[src/rtl/sample_pacer.sv]
// sample_pacer
// -----------------------------------------------------------------------------
// Transmit-side pacer for a 1-in-PERIOD downstream sampler. Words arrive at
// full clock rate through a valid/ready handshake and are buffered in a small
// FIFO. One word is released every PERIOD cycles and held stable on out_data
// for the whole slot, so the slow consumer never misses or duplicates a sample.
//
// Parameters:
//   WIDTH   data word width in bits
//   PERIOD  cycles per output slot, 2..256
//   DEPTH   FIFO entries, power of two, >= 2
//
// Ports:
//   clk           system clock, rising-edge active
//   reset         asynchronous active-high reset
//   in_data       producer word
//   in_valid      producer word valid
//   in_ready      FIFO not full (registered)
//   underrun_clr  synchronous clear of the sticky underrun flag
//   out_data      paced word, stable for a whole slot
//   out_valid     out_data was released at the most recent slot boundary
//   out_tick      one-cycle pulse in the first cycle of every slot
//   level         FIFO occupancy, 0..DEPTH
//   underrun      sticky: a slot boundary found the FIFO empty after streaming began
// -----------------------------------------------------------------------------
module sample_pacer #(
    parameter int WIDTH  = 8,
    parameter int PERIOD = 5,
    parameter int DEPTH  = 4
) (
    input  logic                     clk,
    input  logic                     reset,
    input  logic [WIDTH-1:0]         in_data,
    input  logic                     in_valid,
    output logic                     in_ready,
    input  logic                     underrun_clr,
    output logic [WIDTH-1:0]         out_data,
    output logic                     out_valid,
    output logic                     out_tick,
    output logic [$clog2(DEPTH):0]   level,
    output logic                     underrun
);

    localparam int CNT_W = $clog2(PERIOD);
    localparam int PTR_W = $clog2(DEPTH);
    localparam int LVL_W = PTR_W + 1;

    localparam logic [CNT_W-1:0] CNT_LAST = CNT_W'(PERIOD - 1);
    localparam logic [LVL_W-1:0] LVL_FULL = LVL_W'(DEPTH);

    // Registered state
    logic [CNT_W-1:0] cnt_r;
    logic [PTR_W-1:0] head_r;
    logic [PTR_W-1:0] tail_r;
    logic [LVL_W-1:0] level_r;
    logic [WIDTH-1:0] mem_r [DEPTH];
    logic [WIDTH-1:0] out_data_r;
    logic             out_valid_r;
    logic             out_tick_r;
    logic             underrun_r;
    logic             primed_r;
    logic             in_ready_r;

    // Combinational decisions
    logic             boundary_s;
    logic             push_s;
    logic             pop_s;
    logic             starved_s;
    logic [LVL_W-1:0] level_next_s;
    logic             out_valid_next_s;
    logic             underrun_next_s;

    // A boundary is the last cycle of a slot; the pop decision looks only at
    // the occupancy before any same-cycle push, so a word landing on a
    // boundary waits for the next one.
    assign boundary_s = (cnt_r == CNT_LAST);
    assign push_s     = in_valid & in_ready_r;
    assign pop_s      = boundary_s & (level_r != {LVL_W{1'b0}});
    assign starved_s  = boundary_s & (level_r == {LVL_W{1'b0}});

    // Next occupancy, output-valid and sticky underrun flag
    always_comb begin
        level_next_s     = level_r;
        out_valid_next_s = out_valid_r;
        underrun_next_s  = underrun_r;

        case ({push_s, pop_s})
            2'b10:   level_next_s = level_r + LVL_W'(1);
            2'b01:   level_next_s = level_r - LVL_W'(1);
            default: level_next_s = level_r;
        endcase

        if (pop_s) begin
            out_valid_next_s = 1'b1;
        end else if (starved_s) begin
            out_valid_next_s = 1'b0;
        end else begin
            out_valid_next_s = out_valid_r;
        end

        // A set event on the same cycle as a clear request wins.
        if (starved_s && primed_r) begin
            underrun_next_s = 1'b1;
        end else if (underrun_clr) begin
            underrun_next_s = 1'b0;
        end else begin
            underrun_next_s = underrun_r;
        end
    end

    // Free-running slot counter and the tick that marks the first slot cycle
    always_ff @(posedge clk or posedge reset) begin
        if (reset) begin
            cnt_r      <= {CNT_W{1'b0}};
            out_tick_r <= 1'b0;
        end else begin
            cnt_r      <= boundary_s ? {CNT_W{1'b0}} : (cnt_r + CNT_W'(1));
            out_tick_r <= boundary_s;
        end
    end

    // FIFO storage write port
    always_ff @(posedge clk or posedge reset) begin
        if (reset) begin
            for (int i = 0; i < DEPTH; i++) begin
                mem_r[i] <= {WIDTH{1'b0}};
            end
        end else if (push_s) begin
            mem_r[tail_r] <= in_data;
        end
    end

    // FIFO pointers, occupancy and registered ready; pointers wrap modulo DEPTH
    always_ff @(posedge clk or posedge reset) begin
        if (reset) begin
            head_r     <= {PTR_W{1'b0}};
            tail_r     <= {PTR_W{1'b0}};
            level_r    <= {LVL_W{1'b0}};
            in_ready_r <= 1'b1;
        end else begin
            if (push_s) begin
                tail_r <= tail_r + PTR_W'(1);
            end
            if (pop_s) begin
                head_r <= head_r + PTR_W'(1);
            end
            level_r    <= level_next_s;
            // Ready follows the registered occupancy, so it rises only in the
            // cycle after a pop frees a full FIFO (no bypass path).
            in_ready_r <= (level_next_s != LVL_FULL);
        end
    end

    // Output stage: latch the head word at a boundary and track streaming state
    always_ff @(posedge clk or posedge reset) begin
        if (reset) begin
            out_data_r  <= {WIDTH{1'b0}};
            out_valid_r <= 1'b0;
            underrun_r  <= 1'b0;
            primed_r    <= 1'b0;
        end else begin
            if (pop_s) begin
                out_data_r <= mem_r[head_r];
                primed_r   <= 1'b1;
            end
            out_valid_r <= out_valid_next_s;
            underrun_r  <= underrun_next_s;
        end
    end

    assign in_ready  = in_ready_r;
    assign out_data  = out_data_r;
    assign out_valid = out_valid_r;
    assign out_tick  = out_tick_r;
    assign level     = level_r;
    assign underrun  = underrun_r;

endmodule

[config.mk]
export PLATFORM = sky130hd
export DESIGN_NAME = sample_pacer
export DESIGN_NICKNAME = d
export VERILOG_FILES = /design/src/rtl/sample_pacer.sv
export SDC_FILE = /design/constraint.sdc
export NUM_CORES = 1
export LEC_CHECK = 0
export CAP_MARGIN = 20
export CELL_PAD_IN_SITES_DETAIL_PLACEMENT = 1
export CELL_PAD_IN_SITES_GLOBAL_PLACEMENT = 1
export CORE_UTILIZATION = 41
export CTS_CLUSTER_DIAMETER = 150
export DETAILED_ROUTE_END_ITERATION = 12
export GPL_TIMING_DRIVEN = 1
export PLACE_DENSITY = 0.72
export SYNTH_ARGS = -nofsm -noshare
export SYNTH_HDL_FRONTEND = slang
export SYNTH_SLANG_ARGS = --single-unit
[constraint.sdc]
create_clock -name clk -period 2.3 [get_ports clk]
set_clock_uncertainty 0.05 [all_clocks]
set_input_delay 0.23 -clock clk [delete_from_list [all_inputs] [get_ports clk]]
set_output_delay 0.23 -clock clk [all_outputs]
set_load 0.02 [all_outputs]
==> results of run 1 <==
[state kept, by name (all words and copies together), names as in the netlist]
name and cells:
mem_r 32, out_data 8, cnt_r 3, level 3, head_r 2, tail_r 2
in_ready 1, out_tick 1, out_valid 1, primed_r 1, underrun 1
[metal layers]
metal | up-vias | share of wire [%] | global-route usage (%)
li1 | 653 | - | -
met1 | 728 | 44 | 23.1
met2 | 20 | 52 | 28.8
met3 | 5 | 2.9 | 3.79
met4 | 0 | 1.1 | 4.73
met5 | - | 0 | 0
[cell type report]
type	instances	area, µm²	share of cell area, %
sequential	55	1380	46.9
multi-input combinational	100	990	33.7
clock buffer	6	72.6	2.47
clock inverter	1	30.0	1.02
inverter	11	43.8	1.49
tap	72	90.1	3.07
timing repair buffer	34	333	11.3
[cell usage in the layout (no fill, tap or decap)]
cell type,n
a211oi_1,1
nand2_1,25
nand3_2,4
nor2_1,3
buf_4,7
ha_4,2
dfstp_2,1
a32o_1,1
bufinv_16,1
dfrtp_1,54
inv_2,2
clkbuf_8,5
and2_1,1
clkdlybuf4s50_1,26
xor2_1,1
o311ai_4,1
mux4_2,8
inv_4,1
xnor2_1,4
nand2_2,1
nor3_1,2
a21o_2,1
clkbuf_1,1
or2_2,1
ha_1,5
fa_1,1
buf_12,1
o21a_1,1
mux2_2,34
nand2b_1,1
o21ai_0,2
inv_1,8
[kinds of logic after synthesis]
kind of cell / after synthesis / share of synthesized area (%)
AOI/OAI and AO/OA: 7 / 2.89
DFF: 55 / 56.8
adders and majority gates: 8 / 4.44
muxes: 42 / 23.2
xor gates and xnor gates: 5 / 1.81
buffers and inverters: 16 / 3.36
and+or+nand+nor: 38 / 7.43
[power groups by stage]
stage	combinational [W]	clock, W	sequential [W]
finish	0.00181	0.000616	0.00177
global route	0.00198	0.000672	0.00186
CTS	0.00182	0.000640	0.00178
detailed placement	0.00181	0	0.00181
global placement	0.00170	0	0.00175
floorplan	0.00123	0	0.00177
[worst register-to-register path: cells and delay by family, from the launching register on]
family,cells,cell delay [ns]
fa+ha+maj,3,0.65
xor+xnor,1,0.16
simple gates,1,0.29
buf+inv,3,0.23
compound gates,2,0.30
flops,1,0.39
[path summary, 6_finish.rpt]
kind	endpoint	slack, ns	cells past startpoint
hold / removal	out_data[5]	0.25	3
min in group clk	out_data[0]	0.43	2
setup reg to reg	level[2]	0.11	10
max in group asynchronous	in_ready	1.66	3
hold reg to reg	out_data[0]	0.43	2
setup / recovery	level[2]	0.11	10
[metrics by stage]
| stage | TNS [ns] | worst slack (ns) | std cells | area (µm²) |
|---|---|---|---|---|
| after detailed placement | -0.0246 | -0.0246 | 270 | 2790 |
| after CTS | 0 | 0.0126 | 278 | 2910 |
| after global routing | 0 | 0.0293 | 279 | 2940 |
| after global placement | 0 | 0.0872 | 270 | 2790 |
| final | 0 | 0.115 | 279 | 2940 |
| after floorplan | 0 | 0.0448 | 171 | 2420 |
[timing repair]
item | 4_1_cts | 5_1_grt
resized for setup | 1 | 4
endpoints found under the setup margin | 1 | 2
hold endpoints to repair | 0 | 0
setup buffers | 1 | 1
==> flow_metrics.env, run 1 <==
export IMPL_gp_congestion=0.725
export IMPL_clock_sinks=55
export IMPL_n_fill_cell=568
export IMPL_synth_distinct_cells=27
export IMPL_drtIter0Drc=34
export IMPL_synth_most_common_cell="dfrtp_1"
export IMPL_worstSetupPathType="flop to flop"
export IMPL_yosys_top_cells_area="dfrtp_1 (56%), mux2_2 (16%), mux4_2 (7.4%)"
export IMPL_leakagePower_nw=1.30
export IMPL_path_max_fanout=3
export IMPL_rsz0062_at_grt="no"
export IMPL_switchingPower_w=0.00143
export IMPL_seq_area_frac_synth_pct=56.8
export IMPL_p_seq_share_pct=42.2
export IMPL_maxSlewHeadroom_pct=57.0
export IMPL_synth_edff_count=0
export IMPL_fin_nets=227
export IMPL_wirelength_mm=4.72
export IMPL_cp_buffers_inverters=3
export IMPL_rr_startpoint="cnt_r[1]"
export IMPL_slowest_delay_ns=0.39
export IMPL_core_area_um2=5610
export IMPL_cp_end_kind="flop"
export IMPL_worst_slew_pin_slew_ns=0.645
export IMPL_postLayoutCoreUtil_pct=52.4
export IMPL_cts_max_path_buffers=2
export IMPL_vias_per_cell=5.04
export IMPL_port_buffers=26
export IMPL_combinationalPowerShare_pct=43.1
export IMPL_postCtsHoldBufs=0
export IMPL_fin_crit_ns=2.19
export IMPL_synth_common_cells="dfrtp_1 (54), mux2_2 (34), nand2_1 (25)"
export IMPL_synth_top_area_share_pct=55.8
export IMPL_die_y_um=78.9
export IMPL_slew_viol_final=0
export IMPL_hold_viol=0
export IMPL_yosys_area_top_type="dfrtp_1"
export IMPL_route_detailed_drc=0
export IMPL_grt_first_pass_wirelength_mm=8.06
export IMPL_finalSetupViolCount=0
export IMPL_drv_cap=0
export IMPL_syn_area_um2=2420
export IMPL_area_delta_synth_final_pct=21.2
export IMPL_worst_endpoint_required_ns=2.45
export IMPL_powerDensity_nw_per_um2=1430
export IMPL_fin_crit_sh_pct=95.0
export IMPL_initial_core_util_pct=43.2
export IMPL_dieWidth_um=78.9
export IMPL_path_clk_slew_ns=0.10
export IMPL_grt_pass1_vias=1561
export IMPL_grt_max_degree=56
export IMPL_vias=1406
export IMPL_cp_cell_sequence="inv_1 > ha_4 > o311ai_4 > inv_4 > ha_4 > inv_1 > fa_1 > xor2_1 > o21a_1 > or2_2"
export IMPL_p_sw_share_pct=34.0
export IMPL_async_flop_share_pct=100
export IMPL_antenna_found_initial=0
export IMPL_rows=27
export IMPL_cts_inserted_buffers=5
export IMPL_arrival_ns=2.33
export IMPL_grt_overflow=0
export IMPL_cts_root_buf="clkbuf_8"
export IMPL_place_hpwl_mm=3.35
export IMPL_yosys_most_used_dff="dfrtp_1"
export IMPL_status="finished clean"
export IMPL_h_tree_depth=2
export IMPL_ant_nets=0
export IMPL_critPathTopFamily="adder cells"
export IMPL_io_pins=27
export IMPL_wl_per_cell_um=16.9
export IMPL_start_kind="flop"
export IMPL_syn_nets=191
export IMPL_clock_latency_ns=0.30
export IMPL_clockPowerShare_pct=14.7
export IMPL_drive_gt1_share_pct=33.8
export IMPL_fp_dieArea_um2=6220
export IMPL_timing_fmax_mhz=458
export IMPL_num_antenna_cells=0
export IMPL_avgSynthCellArea_um2=14.2
export IMPL_grt_util_all_layers_pct=17.4
export IMPL_crit_start="cnt_r[1]"
export IMPL_hold_class="input pin to asynchronous set/reset pin"
export IMPL_worst_hold_slack_ns=0.252
export IMPL_firstDrtPassIters=4
export IMPL_yosys_warnings=0
export IMPL_ys_seq_elements=55
export IMPL_internal_power_w=0.00277
export IMPL_power_w=0.00419
export IMPL_synthCells=171
export IMPL_ir_worst_vdd_mv=0.487
export IMPL_crit_path_top_delay_cell="dfrtp_1"
export IMPL_tritoncts="done"
No activity file was read; power rests on OpenSTA's default activity.
==> run 2: changes to the inputs <==
ABC_CLOCK_PERIOD_IN_PS = 2300   (was default)
SLEW_MARGIN = 5   (was default)
==> results of run 2 <==
The final DEF is identical to that of run 1; final timing and power are the same.
==> run 3: changes to the inputs <==
CTS_CLUSTER_DIAMETER = default   (was 150)
==> results of run 3 <==
The final DEF is identical to that of run 1; final timing and power are the same.
